File: src/rtl/serial_adder.sv
// Bit-serial W-bit adder: operands load in parallel, one full-adder bit per
// clock LSB-first, and the W-bit sum plus carry-out return in parallel.

module hf_gate (
  output logic sum,
  output logic cout,
  input  logic a,
  input  logic b
);

  assign sum  = a ^ b;
  assign cout = a & b;

endmodule

module serial_adder #(
  parameter int W = 4
) (
  input  logic         clk,
  input  logic         rst,
  input  logic         start,
  input  logic [W-1:0] a,
  input  logic [W-1:0] b,
  output logic         busy,
  output logic         done,
  output logic [W-1:0] sum_out,
  output logic         cout
);

  localparam int CW = (W > 1) ? $clog2(W) : 1;
  localparam logic [CW-1:0] LAST_BIT = CW'(W - 1);

  localparam logic [1:0] ST_IDLE  = 2'd0;
  localparam logic [1:0] ST_SHIFT = 2'd1;
  localparam logic [1:0] ST_DONE  = 2'd2;

  logic [1:0]    state_q, state_d;
  logic [W-1:0]  sa_q, sa_d;
  logic [W-1:0]  sb_q, sb_d;
  logic [W-1:0]  sr_q, sr_d;
  logic          c_q, c_d;
  logic [CW-1:0] count_q, count_d;
  logic [W-1:0]  sum_q, sum_d;
  logic          cout_q, cout_d;

  // Full-adder bit cell: two half adders with their carries ORed.
  logic p_bit, g_lo, g_hi, s_bit, c_next;

  hf_gate u_ha_ab (
    .sum  (p_bit),
    .cout (g_lo),
    .a    (sa_q[0]),
    .b    (sb_q[0])
  );

  hf_gate u_ha_pc (
    .sum  (s_bit),
    .cout (g_hi),
    .a    (p_bit),
    .b    (c_q)
  );

  assign c_next = g_lo | g_hi;

  always_comb begin
    // NOTE: every next-state signal takes its hold value first so no path
    // through the case statement leaves one unassigned (no latch inferred).
    state_d = state_q;
    sa_d    = sa_q;
    sb_d    = sb_q;
    sr_d    = sr_q;
    c_d     = c_q;
    count_d = count_q;
    sum_d   = sum_q;
    cout_d  = cout_q;

    case (state_q)
      ST_IDLE, ST_DONE: begin
        if (start) begin
          sa_d    = a;
          sb_d    = b;
          c_d     = 1'b0;
          count_d = '0;
          state_d = ST_SHIFT;
        end else begin
          state_d = ST_IDLE;
        end
      end

      ST_SHIFT: begin
        c_d     = c_next;
        sr_d    = {s_bit, sr_q[W-1:1]};
        sa_d    = {1'b0, sa_q[W-1:1]};
        sb_d    = {1'b0, sb_q[W-1:1]};
        count_d = count_q + CW'(1);
        if (count_q == LAST_BIT) begin
          sum_d   = {s_bit, sr_q[W-1:1]};
          cout_d  = c_next;
          state_d = ST_DONE;
        end
      end

      default: state_d = ST_IDLE;
    endcase
  end

  // NOTE: state registers use non-blocking assignments so every flop samples
  // the pre-edge values of its neighbours, matching real hardware.
  always_ff @(posedge clk) begin
    if (rst) begin
      state_q <= ST_IDLE;
      sa_q    <= '0;
      sb_q    <= '0;
      sr_q    <= '0;
      c_q     <= 1'b0;
      count_q <= '0;
      sum_q   <= '0;
      cout_q  <= 1'b0;
    end else begin
      state_q <= state_d;
      sa_q    <= sa_d;
      sb_q    <= sb_d;
      sr_q    <= sr_d;
      c_q     <= c_d;
      count_q <= count_d;
      sum_q   <= sum_d;
      cout_q  <= cout_d;
    end
  end

  assign busy    = (state_q == ST_SHIFT);
  assign done    = (state_q == ST_DONE);
  assign sum_out = sum_q;
  assign cout    = cout_q;

endmodule

File: config.mk
export PLATFORM = sky130hd
export DESIGN_NAME = serial_adder
export DESIGN_NICKNAME = d
export VERILOG_FILES = /design/src/rtl/serial_adder.sv
export SDC_FILE = /design/constraint.sdc
export NUM_CORES = 1
export LEC_CHECK = 0
export BUFFER_PORTS_ARGS = -buffer_cell sky130_fd_sc_hd__buf_2
export CORE_MARGIN = 3
export CORE_UTILIZATION = 55
export DETAILED_ROUTE_END_ITERATION = 10
export PLACE_DENSITY = 0.8
export SLEW_MARGIN = 30
export SYNTH_ARGS = -nofsm -noshare
export SYNTH_HDL_FRONTEND = slang
export SYNTH_SLANG_ARGS = --single-unit
export TNS_END_PERCENT = 1
File: constraint.sdc
create_clock -name clk -period 2.5 [get_ports clk]
set_clock_uncertainty 0.2 [all_clocks]
set_input_delay 0.125 -clock clk [delete_from_list [all_inputs] [get_ports clk]]
set_output_delay 0.125 -clock clk [all_outputs]
set_load 0.005 [all_outputs]
==> Word level (Yosys, flattened, before mapping) <==
Index checks and enable logic that the tools add are counted.
{ "totals": {"ff_bits": 22, "in_bits": 11, "wordCells": 35} }
{ "classes": {"n_addsub": 1, "eq_ne": 5, "n_mux": 11, "bitwise": 5, "reduce_logical": 5} }
{ "ops": {"columns": ["cell", "count"], "rows": [
  ["one-hot mux 4 bit (2 select lines)", 2],
  ["two-way mux 4 bit", 2],
  ["one-hot mux 2 bit (2 select lines)", 2],
  ["== test 2 bit (second input constant)", 2],
  ["two-way mux 2 bit", 2],
  ["AND reduction 2 bit", 2],
  ["adder 2 x 1 -> 2 bit (second input constant)", 1],
  ["AND 1 bit", 2],
  ["== test 2 x 1 -> 1 bit (second input constant)", 1],
  ["logical NOT 2 bit", 1],
  ["two-way mux 1 bit", 2],
  ["inequality test 2 x 1 -> 1 bit (second input constant)", 1],
  ["inequality test 2 bit (second input constant)", 1],
  ["one-hot mux 1 bit (2 select lines)", 1],
  ["nonzero test 2 bit", 1],
  ["OR reduction 2 bit", 1],
  ["XOR 1 bit", 2],
  ["OR 1 bit", 1]
]} }

==> Longest topological paths before layout <==
Gate-level depths: netlist of the first run.
{ "logic_depth": {"word_depth": 4, "depth_mapped": 5, "ltp_nobuf": 4} }

==> Modules after synthesis <==
From an unflattened synthesis of the first run, not the netlist that was laid out.
{ "unflattened": {"cells_unflattened": 103, "area_unflattened_um2": 855.8} }
{ "modules_own_cells": {"columns": ["mod", "n_inst", "cells_each", "area_each_um2", "seq_area_each_um2"], "rows": [
  ["serial_adder", 1, 101, 830.8, 420.4],
  ["hf_gate", 2, 1, 12.5, 0.0]
]} }

==> Worst setup path after synthesis of the first run <==
No wires, ideal clock.
{ "synth_timing": {"path_type": "reg2reg", "start": "register c_q", "end": "register sum_q[3] (netlist: sum_out[3])", "arrival_time_ns": 1.014, "t_required_ns": 2.230, "path_slack_ns": 1.215, "stages_incl_launch_ff": 4, "synth_period_minus_slack_ns": 1.285, "path_cell_list": "dfxtp_1 > fa_1 > nand3_1 > a21oi_1"} }
{ "synth_via": {"elab_chain_len": 1} }
{ "synth_lines": {"columns": ["item", "line", "source"], "rows": [
  ["start: declaration", "41", "logic c_q, c_d;"],
  ["start signal: assignment", "115", "c_q <= 1'b0;"],
  ["start signal: assignment", "124", "c_q <= c_d;"],
  ["XOR 1 bit", "11", "assign sum = a ^ b;"],
  ["via s_bit", "47", "logic p_bit, g_lo, g_hi, s_bit, c_next;"],
  ["end signal: assignment", "126", "sum_q <= sum_d;"],
  ["end: declaration", "43", "logic [W-1:0] sum_q, sum_d;"]
]} }
The timed path passes the listed nets, and every way through them passes these cells.
A chain may end at the register's enable or synchronous reset.

==> Worst setup path after layout of the first run <==
{ "layout_timing": {"start": "register state_q[1]", "end": "output port busy"} }
{ "layout_via": {"elab_chain_len": 1} }
{ "layout_lines": {"columns": ["item", "line", "source"], "rows": [
  ["start: declaration", "37", "logic [1:0] state_q, state_d;"],
  ["start signal: assignment", "120", "state_q <= state_d;"],
  ["== test 2 x 1 -> 1 bit", "131", "assign busy = (state_q == ST_SHIFT);"],
  ["end: declaration", "24", "output logic busy,"]
]} }
Every way passes these cells.

==> metrics.txt, run 1 <==
# TYPE chip_impl_metric gauge
chip_impl_info{name="worst_hold_path_type",value="in2reg"} 1
chip_impl_metric{name="met2WireLength",unit="um"} 864
chip_impl_info{name="r2r-start",value="state_q[1]$_SDFFE_PP0P_"} 1
chip_impl_metric{name="yosys.cell_types.count",unit=""} 18
chip_impl_metric{name="yosysWarningCount",unit=""} 0
chip_impl_metric{name="critical_path_peak_fanout",unit=""} 22
chip_impl_metric{name="netlist_instances",unit=""} 102
chip_impl_metric{name="drt_drc_violations_left",unit=""} 0
chip_impl_metric{name="slew-limit-headroom",unit=""} 0.488
chip_impl_metric{name="synth_edf_count",unit=""} 0
chip_impl_metric{name="clkTransAtPathRegs",unit="ps"} 120
chip_impl_info{name="rsz0062_at_grt",value="no"} 1
chip_impl_metric{name="fp.dieH",unit="um"} 45.3
chip_impl_metric{name="chipWidth",unit="um"} 45.3
chip_impl_metric{name="setup_violations",unit=""} 0
chip_impl_metric{name="syn_avg_cell_area",unit="um2"} 8.32
chip_impl_metric{name="drt-pass1-iter-count",unit=""} 4
chip_impl_metric{name="met1Wirelength",unit="um"} 762
chip_impl_metric{name="cts_made_buffers",unit=""} 3
chip_impl_metric{name="num_vias",unit=""} 760
chip_impl_metric{name="hold-path-cell-count",unit=""} 2
chip_impl_metric{name="detailed_routed_wire_length_on_met3",unit="um"} 54
chip_impl_metric{name="areaGrowthSynthToFinish",unit="%"} 19.8
chip_impl_metric{name="num-nets-final",unit=""} 138
chip_impl_info{name="crit_path_end_kind",value="primary output"} 1
chip_impl_metric{name="num_io_pins",unit=""} 18
chip_impl_info{name="highest_layer_used_for_signal_routing",value="met4"} 1
chip_impl_metric{name="drive_above_1_share",unit=""} 0.185
chip_impl_metric{name="vdd_ir_drop_max",unit="uV"} 404
chip_impl_metric{name="routed_wire_length_per_instance",unit="um"} 12.3
chip_impl_info{name="ctsRootBufferMaster",value="sky130_fd_sc_hd__clkbuf_4"} 1
chip_impl_metric{name="leakagePower",unit="nW"} 0.417
chip_impl_metric{name="synth_top_area_frac",unit=""} 0.496
chip_impl_info{name="violations",value="hold timing"} 1
chip_impl_metric{name="hold_viol_final",unit=""} 2
chip_impl_metric{name="worst-r2r-cell-count",unit=""} 4
chip_impl_metric{name="fillCellCount",unit=""} 119
chip_impl_metric{name="finalWeightedCongestion",unit=""} 0.729
chip_impl_metric{name="design.die.area",unit="um2"} 2050
chip_impl_metric{name="first_global_vias",unit=""} 676
chip_impl_metric{name="final.period_utilization",unit=""} 0.813
chip_impl_metric{name="postCtsSetupBuffers",unit=""} 0
chip_impl_metric{name="overflow",unit=""} 0
chip_impl_metric{name="p_per_area",unit="nW/um2"} 593
chip_impl_metric{name="drtAntennaViolNets",unit=""} 0
chip_impl_metric{name="setup_slack",unit="ps"} 468
chip_impl_metric{name="diodes",unit=""} 0
chip_impl_info{name="synth_top_cells_by_count",value="sky130_fd_sc_hd__nand2_1 (27), sky130_fd_sc_hd__dfxtp_1 (21), sky130_fd_sc_hd__a21oi_1 (13)"} 1
chip_impl_metric{name="timing_max_transition_violations_final",unit=""} 0
chip_impl_metric{name="final.setup.tns",unit="ps"} 0
chip_impl_info{name="cpMaxStageDelayCell",value="sky130_fd_sc_hd__nand2b_1"} 1
chip_impl_metric{name="initial_core_util",unit=""} 0.621
chip_impl_metric{name="numPortBuffers",unit=""} 17
chip_impl_metric{name="worst_ep_required_time",unit="ps"} 2170
chip_impl_metric{name="finish.instance_area",unit="um2"} 1020
chip_impl_info{name="critPathLaunchType",value="flip-flop"} 1
chip_impl_metric{name="htree_num_levels",unit=""} 1
chip_impl_metric{name="highest_clock_rate",unit="MHz"} 492
chip_impl_metric{name="grt_start_max_net_pins",unit=""} 23
chip_impl_metric{name="gr-usage-all-layers",unit=""} 0.195
chip_impl_metric{name="max_stage_delay",unit="ps"} 610
chip_impl_info{name="series_of_cell_instances_along_the_critical_path",value="nand2b_1 -> inv_2 -> buf_2"} 1
chip_impl_metric{name="grt_antenna_before_repair",unit=""} 0
chip_impl_metric{name="dp_hpwl",unit="mm"} 1.14
chip_impl_metric{name="rows",unit=""} 13
chip_impl_metric{name="grt_first_pass_wirelength",unit="mm"} 2.88
chip_impl_metric{name="drt-initial-drc-count",unit=""} 14
chip_impl_metric{name="synth_area",unit="um2"} 848
chip_impl_info{name="outcome",value="finished, violations left"} 1
chip_impl_metric{name="average_via_count_per_standard_cell",unit=""} 5.47
chip_impl_metric{name="period_minus_slack",unit="ps"} 2030
chip_impl_info{name="min_from",value="rst"} 1
chip_impl_metric{name="dp_slack",unit="ps"} 798
chip_impl_metric{name="worstSkewPairLatency",unit="ps"} 310
chip_impl_metric{name="ys_seq_elements",unit=""} 21
chip_impl_metric{name="maxCapViolCount",unit=""} 0
chip_impl_metric{name="clkSinkCount",unit=""} 21
chip_impl_metric{name="place_area",unit="um2"} 908
chip_impl_metric{name="regToRegSetupSlack",unit="ps"} 770
chip_impl_info{name="synthTopCellsByArea",value="sky130_fd_sc_hd__dfxtp_1 (50%), sky130_fd_sc_hd__nand2_1 (12%), sky130_fd_sc_hd__a21oi_1 (7.7%)"} 1
chip_impl_metric{name="cts_max_path_buffers",unit=""} 2
chip_impl_info{name="timing_worst_setup_path_type",value="reg2out"} 1
chip_impl_info{name="synth_ff_type",value="sky130_fd_sc_hd__dfxtp_1"} 1
chip_impl_metric{name="transition_time_at_the_pin_with_the_least_slew_margin",unit="ps"} 768
chip_impl_metric{name="arrival_time_worst_endpoint",unit="ps"} 1710
chip_impl_info{name="cts_tree",value="built"} 1
chip_impl_metric{name="drt_wl_total",unit="mm"} 1.71
chip_impl_metric{name="holdWs",unit="ps"} -3.67
chip_impl_metric{name="core_area",unit="um2"} 1370
chip_impl_metric{name="synth.net_count",unit=""} 115
chip_impl_info{name="whs_endpoint",value="state_q[1]$_SDFFE_PP0P_"} 1
chip_impl_info{name="r2r-end",value="sum_out[0]$_SDFFE_PP0P_"} 1
chip_impl_metric{name="synth-seq-area-share",unit=""} 0.496
chip_impl_metric{name="postSynth.asyncResetShare",unit=""} 0
chip_impl_info{name="largest_area_contributor_in_the_synthesized_netlist",value="sky130_fd_sc_hd__dfxtp_1"} 1
chip_impl_info{name="synthMostInstantiatedCell",value="sky130_fd_sc_hd__nand2_1"} 1
==> routing by layer <==
metal  vias up  track usage
li1        388            -
met1       355        0.246
met2        12        0.328
met3         5       0.0359
met4         0       0.0702
met5         -            0
==> sequential cells by signal, indices dropped and copies added (netlist names) <==
name,cells
sb_q,4
cout,1
count_q,2
sum_out,4
sr_q,3
sa_q,4
c_q,1
state_q,2
==> cells in the final DEF (no fill, tap or decap), drive strengths merged, types with 2 or more instances in the layout <==
cell type	netlist	routed
nand2	27	27
dfxtp	21	21
buf	5	17
a21oi	13	13
nand3	10	10
nor2	8	8
dlygate4sd3	0	8
a311oi	6	6
clkbuf	2	3
nand2b	3	3
nor2b	2	2
==> logic make-up after synthesis <==
group / Yosys count / share of synthesized area
buffers and inverters: 8 / 0.0560
flip-flops: 21 / 0.496
AND/OR/NAND/NOR: 51 / 0.263
adder cells (fa/ha/maj): 2 / 0.0383
AO/OA/AOI/OAI: 20 / 0.147
==> through the flow <==
step / std cells / power (W) / util
after floorplan: 102 / 0.000422 / -
after global placement: 127 / 0.000433 / 0.665
after detailed placement: 127 / 0.000437 / 0.665
after CTS: 139 / 0.000605 / 0.744
after global routing: 139 / 0.000633 / 0.744
final: 139 / 0.000602 / 0.744
==> layout make-up <==
type / count / area (um2) / share of cell area
flip-flops and latches: 21 / 420 / 0.414
multi-input cells: 73 / 380 / 0.374
repair buffers: 25 / 165 / 0.163
clock buffers: 3 / 22.5 / 0.0222
well taps: 15 / 18.8 / 0.0185
clock inverters: 1 / 5.00 / 0.00493
inverters: 1 / 3.75 / 0.00369
==> what timing repair did <==
| item | CTS | global route |
|---|---|---|
| hold endpoints to repair | 8 | 0 |
| resized for setup | 0 | 0 |
| hold buffers | 8 | 0 |
| endpoints found under the setup margin | 0 | 0 |
==> worst max path at each step <==
stage / from / to / slack [ps] / depth (start not counted)
3_5_place_dp: state_q[1]$_SDFFE_PP0P_ / cout$_SDFFE_PP0P_ / 800 / 4
4_1_cts: state_q[1]$_SDFFE_PP0P_ / busy / 470 / 3
2_1_floorplan: c_q$_SDFFE_PP0P_ / sum_out[3]$_SDFFE_PP0P_ / 1220 / 3
5_1_grt: state_q[1]$_SDFFE_PP0P_ / busy / 320 / 3
6_report: state_q[1]$_SDFFE_PP0P_ / busy / 470 / 3
3_3_place_gp: state_q[1]$_SDFFE_PP0P_ / sum_out[3]$_SDFFE_PP0P_ / 850 / 4
==> report_power, final <==
group / switching (W) / internal, W
logic: 0.0000435 / 0.0000336
clock network: 0.000103 / 0.0000598
registers: 0.0000111 / 0.000351
==> worst max-delay path, delay by kind of cell (launching register included) <==
family / cells / cell delay, ps
flip-flops: 1 / 350
buffers and inverters: 2 / 430
AND/OR/NAND/NOR: 1 / 610
No activity file was read; power rests on OpenSTA's default activity.
==> run 2: changes to the inputs <==
Settings changed: ABC_AREA set to 1, CORE_UTILIZATION 55 to 52, PLACE_DENSITY 0.8 to 0.75.
Clock period 2.5 ns to 2 ns, I/O delays scaled along.
==> metrics.txt, run 2 <==
# TYPE chip_impl_metric gauge
chip_impl_metric{name="design.die.area",unit="um2"} 2410
chip_impl_metric{name="netlist_instances",unit=""} 128
chip_impl_metric{name="overflow",unit=""} 0
chip_impl_metric{name="synth.net_count",unit=""} 141
chip_impl_info{name="layout.cells.most_common",value="sky130_fd_sc_hd__nand2_1"} 1
chip_impl_metric{name="hold_viol_final",unit=""} 0
chip_impl_info{name="cpMaxStageDelayCell",value="sky130_fd_sc_hd__dfxtp_1"} 1
chip_impl_metric{name="numPortBuffers",unit=""} 17
chip_impl_metric{name="synth_edf_count",unit=""} 0
chip_impl_metric{name="max_stage_delay",unit="ps"} 420
chip_impl_metric{name="drtAntennaViolNets",unit=""} 0
chip_impl_metric{name="finish.instance_area",unit="um2"} 1160
chip_impl_metric{name="initial_core_util",unit=""} 0.592
chip_impl_info{name="synthTopCellsByArea",value="sky130_fd_sc_hd__dfxtp_1 (44%), sky130_fd_sc_hd__nand2_1 (11%), sky130_fd_sc_hd__nand3_1 (10%)"} 1
chip_impl_metric{name="gr-usage-all-layers",unit=""} 0.190
chip_impl_metric{name="maxCapViolCount",unit=""} 0
chip_impl_info{name="rsz0062_at_grt",value="no"} 1
chip_impl_info{name="synth_top_cells_by_count",value="sky130_fd_sc_hd__nand2_1 (27), sky130_fd_sc_hd__dfxtp_1 (21), sky130_fd_sc_hd__nand3_1 (20)"} 1
chip_impl_metric{name="drt_drc_violations_left",unit=""} 0
chip_impl_metric{name="synth-seq-area-share",unit=""} 0.436
chip_impl_metric{name="drt-initial-drc-count",unit=""} 16
chip_impl_info{name="synth_ff_type",value="sky130_fd_sc_hd__dfxtp_1"} 1
chip_impl_info{name="series_of_cell_instances_along_the_critical_path",value="inv_6 -> nor2_4 -> buf_2"} 1
chip_impl_metric{name="met3_usage",unit=""} 0.0734
chip_impl_info{name="outcome",value="finished, final reports clean"} 1
chip_impl_metric{name="worst_ep_required_time",unit="ps"} 1700
chip_impl_metric{name="critical_path.n_buffers_inverters",unit=""} 2
chip_impl_metric{name="vdd_ir_drop_max",unit="uV"} 644
chip_impl_metric{name="cts_max_path_buffers",unit=""} 2
chip_impl_metric{name="drt_wl_total",unit="mm"} 2.00
chip_impl_metric{name="arrival_time_worst_endpoint",unit="ps"} 1300
chip_impl_metric{name="average_via_count_per_standard_cell",unit=""} 4.98
chip_impl_metric{name="worstSkewPairLatency",unit="ps"} 310
chip_impl_info{name="crit_path_end_kind",value="primary output"} 1
chip_impl_metric{name="synth_top_area_frac",unit=""} 0.436
chip_impl_metric{name="drive_above_1_share",unit=""} 0.195
chip_impl_metric{name="regToRegSetupSlack",unit="ps"} 550
chip_impl_metric{name="period_minus_slack",unit="ps"} 1600
chip_impl_metric{name="final.period_utilization",unit=""} 0.798
chip_impl_info{name="ctsRootBufferMaster",value="sky130_fd_sc_hd__clkbuf_4"} 1
chip_impl_metric{name="core_area",unit="um2"} 1630
chip_impl_metric{name="diodes",unit=""} 0
chip_impl_metric{name="clkTransAtPathRegs",unit="ps"} 110
chip_impl_metric{name="num-nets-final",unit=""} 168
chip_impl_metric{name="timing_max_transition_violations_final",unit=""} 0
chip_impl_metric{name="dp_hpwl",unit="mm"} 1.37
chip_impl_info{name="largest_area_contributor_in_the_synthesized_netlist",value="sky130_fd_sc_hd__dfxtp_1"} 1
chip_impl_metric{name="final_util",unit=""} 0.710
chip_impl_metric{name="postSynth.asyncResetShare",unit=""} 0
chip_impl_metric{name="highest_clock_rate",unit="MHz"} 627
chip_impl_metric{name="grt_first_pass_wirelength",unit="mm"} 3.55
chip_impl_info{name="min_from",value="start"} 1
chip_impl_info{name="cts_tree",value="built"} 1
chip_impl_metric{name="chipWidth",unit="um"} 49.1
chip_impl_metric{name="ys_seq_elements",unit=""} 21
chip_impl_metric{name="drt-pass1-iter-count",unit=""} 4
chip_impl_info{name="r2r-start",value="state_q[0]$_SDFFE_PP0P_"} 1
chip_impl_metric{name="yosys.cell_types.count",unit=""} 19
chip_impl_metric{name="hold-path-cell-count",unit=""} 3
chip_impl_metric{name="transition_time_at_the_pin_with_the_least_slew_margin",unit="ps"} 412
chip_impl_metric{name="finalWeightedCongestion",unit=""} 0.757
chip_impl_metric{name="fp.dieH",unit="um"} 49.1
chip_impl_metric{name="grt_antenna_before_repair",unit=""} 0
chip_impl_info{name="synthMostInstantiatedCell",value="sky130_fd_sc_hd__nand2_1"} 1
chip_impl_metric{name="grtUsageMet1",unit=""} 0.223
chip_impl_info{name="timing.critical_path.max_delay_family",value="flip-flops"} 1
chip_impl_metric{name="slew-limit-headroom",unit=""} 0.725
chip_impl_metric{name="routed_wire_length_per_instance",unit="um"} 11.2
chip_impl_metric{name="cts_hold_buffers",unit=""} 9
chip_impl_metric{name="num_vias",unit=""} 886
chip_impl_metric{name="leakagePower",unit="nW"} 0.570
chip_impl_metric{name="yosysWarningCount",unit=""} 0
chip_impl_info{name="timing_worst_setup_path_type",value="reg2out"} 1
chip_impl_info{name="critPathLaunchType",value="flip-flop"} 1
chip_impl_metric{name="synth_area",unit="um2"} 965
chip_impl_metric{name="htree_num_levels",unit=""} 1
chip_impl_metric{name="p_per_area",unit="nW/um2"} 703
chip_impl_metric{name="num_io_pins",unit=""} 18
chip_impl_info{name="worst_hold_path_type",value="in2reg"} 1
chip_impl_metric{name="grt_start_max_net_pins",unit=""} 20
chip_impl_metric{name="first_global_vias",unit=""} 823
chip_impl_metric{name="cts_made_buffers",unit=""} 3
chip_impl_metric{name="postCtsSetupBuffers",unit=""} 0
chip_impl_info{name="whs_endpoint",value="state_q[0]$_SDFFE_PP0P_"} 1
chip_impl_metric{name="rows",unit=""} 14
chip_impl_info{name="r2r-end",value="cout$_SDFFE_PP0P_"} 1
chip_impl_info{name="global_route.peak_usage_layer",value="met2"} 1
chip_impl_metric{name="worst-r2r-cell-count",unit=""} 5
chip_impl_metric{name="cts_resized",unit=""} 0
chip_impl_info{name="mostFrequentLayoutCells",value="sky130_fd_sc_hd__nand2_1 (27), sky130_fd_sc_hd__dfxtp_1 (21), sky130_fd_sc_hd__nand3_1 (20)"} 1
chip_impl_metric{name="place_area",unit="um2"} 1040
chip_impl_metric{name="use_met2",unit=""} 0.315
chip_impl_metric{name="syn_avg_cell_area",unit="um2"} 7.54
chip_impl_metric{name="final.setup.tns",unit="ps"} 0
chip_impl_metric{name="setup_violations",unit=""} 0
chip_impl_metric{name="clkSinkCount",unit=""} 21
chip_impl_metric{name="critical_path_peak_fanout",unit=""} 17
chip_impl_metric{name="areaGrowthSynthToFinish",unit="%"} 19.8
## run 2: how the worst max path moves through the flow
stage	start	end	slack, ps	cells after the start
finish	state_q[0]$_SDFFE_PP0P_	busy	400	3
global route	state_q[0]$_SDFFE_PP0P_	busy	310	3
CTS	state_q[0]$_SDFFE_PP0P_	busy	390	3
detailed placement	state_q[0]$_SDFFE_PP0P_	cout$_SDFFE_PP0P_	560	5
global placement	state_q[0]$_SDFFE_PP0P_	sum_out[0]$_SDFFE_PP0P_	610	5
floorplan	c_q$_SDFFE_PP0P_	sum_out[3]$_SDFFE_PP0P_	690	3
## run 2: worst register-to-register path, delay by kind of cell (launching register included)
kind	cells	cell delay (ps)
AND/OR/NAND/NOR	4	700
flip-flops	1	420
buffers and inverters	1	50
## run 2: where the power goes
group	total [W]	leakage (nW)	switching (W)	internal (W)
Clock	0.000207	0.0177	0.000133	0.0000748
Combinational	0.000144	0.380	0.0000825	0.0000619
Sequential	0.000461	0.172	0.0000157	0.000445
Total	0.000812	0.570	0.000231	0.000582
## run 2: kinds of logic (layout without fill, tap and decap cells)
group / after synthesis / count (layout) / share of synthesized area
adder cells (fa/ha/maj): 2 / 2 / 0.0337
AO/OA/AOI/OAI: 12 / 12 / 0.0623
flip-flops: 21 / 21 / 0.436
buffers and inverters: 22 / 48 / 0.122
AND/OR/NAND/NOR: 71 / 71 / 0.346
## run 2: metrics by stage
stage / setup WS, ps / std cells / hold slack (ps) / power [W]
after floorplan: 694 / 128 / -30.9 / 0.000576
after global placement: 605 / 165 / 130 / 0.000594
after detailed placement: 555 / 165 / 138 / 0.000601
after CTS: 393 / 178 / 13.5 / 0.000818
after global routing: 310 / 178 / 38.1 / 0.000863
final: 405 / 178 / 20.6 / 0.000812
## run 2: final cells by class
class,instances,area [um2]
multi-input combinational,85,427
timing repair buffer,27,183
fill,139,473
inverter,17,68.8
sequential,21,420
tap,24,30.0
clock buffer,3,22.5
clock inverter,1,5.00
## run 2: layer usage
layer  vias to the layer above  wire (um)
li1                        458          -
met1                       404        961
met2                        20        900
met3                         4        114
met4                         0         25
met5                         -          0
==> run 3: changes to the inputs <==
Settings changed: ABC_AREA 1 to 0, CORE_UTILIZATION 52 to 51.
Clock period 2 ns to 1.6 ns, I/O delays scaled along.
==> metrics.txt, run 3 (same netlist as run 1, synthesis figures left out) <==
# TYPE chip_impl_metric gauge
chip_impl_info{name="outcome",value="finished, final reports clean"} 1
chip_impl_metric{name="slew-limit-headroom",unit=""} 0.757
chip_impl_metric{name="clkSinkCount",unit=""} 21
chip_impl_metric{name="leakagePower",unit="nW"} 0.441
chip_impl_metric{name="critical_path_peak_fanout",unit=""} 12
chip_impl_info{name="timing_worst_setup_path_type",value="reg2out"} 1
chip_impl_info{name="rsz0062_at_grt",value="no"} 1
chip_impl_metric{name="overall_power_of_the_completed_layout",unit="W"} 0.000949
chip_impl_metric{name="numPortBuffers",unit=""} 17
chip_impl_metric{name="average_via_count_per_standard_cell",unit=""} 5.28
chip_impl_metric{name="clkTransAtPathRegs",unit="ps"} 120
chip_impl_info{name="critPathCapture",value="busy"} 1
chip_impl_metric{name="detailed_routed_wire_length_on_met3",unit="um"} 72
chip_impl_metric{name="initial_core_util",unit=""} 0.550
chip_impl_metric{name="gr-usage-all-layers",unit=""} 0.178
chip_impl_metric{name="grt_antenna_before_repair",unit=""} 0
chip_impl_metric{name="fillCellCount",unit=""} 132
chip_impl_metric{name="setup_violations",unit=""} 0
chip_impl_metric{name="drt-initial-drc-count",unit=""} 14
chip_impl_info{name="cts_tree",value="built"} 1
chip_impl_metric{name="transition_time_at_the_pin_with_the_least_slew_margin",unit="ps"} 365
chip_impl_metric{name="num_io_pins",unit=""} 18
chip_impl_metric{name="diodes",unit=""} 0
chip_impl_info{name="r2r-start",value="c_q$_SDFFE_PP0P_"} 1
chip_impl_metric{name="hold_viol_final",unit=""} 0
chip_impl_metric{name="drt_drc_violations_left",unit=""} 0
chip_impl_metric{name="dp_hpwl",unit="mm"} 1.11
chip_impl_info{name="critPathLaunchType",value="flip-flop"} 1
chip_impl_metric{name="met2WireLength",unit="um"} 816
chip_impl_metric{name="num_vias",unit=""} 765
chip_impl_metric{name="worst-r2r-cell-count",unit=""} 3
chip_impl_metric{name="met1Wirelength",unit="um"} 740
chip_impl_metric{name="cts_made_buffers",unit=""} 3
chip_impl_metric{name="final.setup.tns",unit="ps"} 0
chip_impl_info{name="highest_layer_used_for_signal_routing",value="met4"} 1
chip_impl_metric{name="htree_num_levels",unit=""} 1
chip_impl_info{name="startpoint",value="state_q[0]$_SDFFE_PP0P_"} 1
chip_impl_metric{name="postCtsSetupBuffers",unit=""} 0
chip_impl_metric{name="grt_start_max_net_pins",unit=""} 22
chip_impl_metric{name="areaGrowthSynthToFinish",unit="%"} 24.6
chip_impl_metric{name="fp.dieH",unit="um"} 46.8
chip_impl_metric{name="drive_above_1_share",unit=""} 0.209
chip_impl_metric{name="drtAntennaViolNets",unit=""} 0
chip_impl_metric{name="final.period_utilization",unit=""} 0.916
chip_impl_metric{name="regToRegSetupSlack",unit="ps"} 240
chip_impl_metric{name="worst_ep_required_time",unit="ps"} 1320
chip_impl_metric{name="drt_wl_total",unit="mm"} 1.64
chip_impl_info{name="r2r-end",value="sum_out[3]$_SDFFE_PP0P_"} 1
chip_impl_info{name="mostFrequentLayoutCells",value="sky130_fd_sc_hd__nand2_1 (27), sky130_fd_sc_hd__dfxtp_1 (21), sky130_fd_sc_hd__buf_2 (17)"} 1
chip_impl_metric{name="worstSkewPairLatency",unit="ps"} 300
chip_impl_metric{name="timing_max_transition_violations_final",unit=""} 0
chip_impl_metric{name="period_minus_slack",unit="ps"} 1470
chip_impl_metric{name="routed_wire_length_per_instance",unit="um"} 11.3
chip_impl_metric{name="drt-pass1-iter-count",unit=""} 4
chip_impl_info{name="layout.cells.most_common",value="sky130_fd_sc_hd__nand2_1"} 1
chip_impl_info{name="ctsRootBufferMaster",value="sky130_fd_sc_hd__clkbuf_4"} 1
chip_impl_metric{name="vdd_ir_drop_max",unit="uV"} 529
chip_impl_info{name="crit_path_end_kind",value="primary output"} 1
chip_impl_metric{name="arrival_time_worst_endpoint",unit="ps"} 1190
chip_impl_metric{name="cts_max_path_buffers",unit=""} 2
chip_impl_metric{name="highest_clock_rate",unit="MHz"} 682
chip_impl_metric{name="maxCapViolCount",unit=""} 0
chip_impl_metric{name="grt_first_pass_wirelength",unit="mm"} 2.86
chip_impl_metric{name="chipWidth",unit="um"} 46.8
chip_impl_metric{name="rows",unit=""} 14
chip_impl_metric{name="first_global_vias",unit=""} 715
chip_impl_metric{name="holdWs",unit="ps"} 57.8
chip_impl_metric{name="overflow",unit=""} 0
chip_impl_metric{name="cts_resized",unit=""} 0
chip_impl_metric{name="core_area",unit="um2"} 1540
chip_impl_metric{name="final_util",unit=""} 0.686
chip_impl_metric{name="p_per_area",unit="nW/um2"} 898
chip_impl_metric{name="cts_hold_buffers",unit=""} 9
chip_impl_metric{name="num-nets-final",unit=""} 143
chip_impl_metric{name="design.die.area",unit="um2"} 2190
chip_impl_metric{name="finalWeightedCongestion",unit=""} 0.760
chip_impl_info{name="worst_hold_path_type",value="in2reg"} 1
-- run 3: cell count changes in the layout (fill, tap and decap cells not counted), sizes merged --
cell / change
inv: -16
nand3: -10
a311oi: +6
nor2: -6
nor3: -6
a21oi: +5
o21ai: -4
buf: +3
nand2b: +3
nand2: -2
nor2b: +2
nand3b: -1
o21a: +1
-- run 3: area by class of cell --
class | instances | area [um2] | area share
Inverter | 1 | 3.75 | 0.00355
Timing Repair Buffer | 30 | 205 | 0.194
Sequential cell | 21 | 420 | 0.398
Multi-Input combinational cell | 73 | 380 | 0.360
Tap cell | 16 | 20.0 | 0.0189
Clock buffer | 3 | 22.5 | 0.0213
Clock inverter | 1 | 5.00 | 0.00473
-- run 3: worst min path at each step --
stage / end / start / cells after the start
6_report: sa_q[1]$_SDFFE_PP0P_ / start / 4
5_1_grt: sa_q[1]$_SDFFE_PP0P_ / start / 4
4_1_cts: sa_q[1]$_SDFFE_PP0P_ / start / 4
3_5_place_dp: sa_q[3]$_SDFFE_PP0P_ / a[3] / 3
3_3_place_gp: sa_q[3]$_SDFFE_PP0P_ / a[3] / 3
2_1_floorplan: sa_q[1]$_SDFFE_PP0P_ / rst / 1
-- run 3: worst max-delay path, cell delays in order (launching register included) --
cell	delay, ps
sky130_fd_sc_hd__dfxtp_1	420
sky130_fd_sc_hd__nand2b_1	140
sky130_fd_sc_hd__inv_2	180
sky130_fd_sc_hd__buf_2	140
-- run 3: metal layers --
| layer | GRT usage | vias to the layer above |
|---|---|---|
| li1 | - | 400 |
| met1 | 0.221 | 345 |
| met2 | 0.304 | 18 |
| met3 | 0.0345 | 2 |
| met4 | 0.0663 | 0 |
| met5 | 0 | - |
-- run 3: where the power goes --
| part | internal [W] | leakage, nW | total, W | switching, W |
|---|---|---|---|---|
| registers | 0.000549 | 0.171 | 0.000566 | 0.0000171 |
| clock network | 0.0000931 | 0.0177 | 0.000254 | 0.000161 |
| logic | 0.0000615 | 0.252 | 0.000130 | 0.0000683 |
| total | 0.000703 | 0.441 | 0.000949 | 0.000246 |
-- run 3: through the flow --
step	cell area, um2	worst slack (ps)	std cells
6_report	1060	134	145
5_1_grt	1060	35.9	145
4_1_cts	1060	124	145
3_5_place_dp	940	259	132
3_3_place_gp	940	303	132
2_1_floorplan	848	315	102
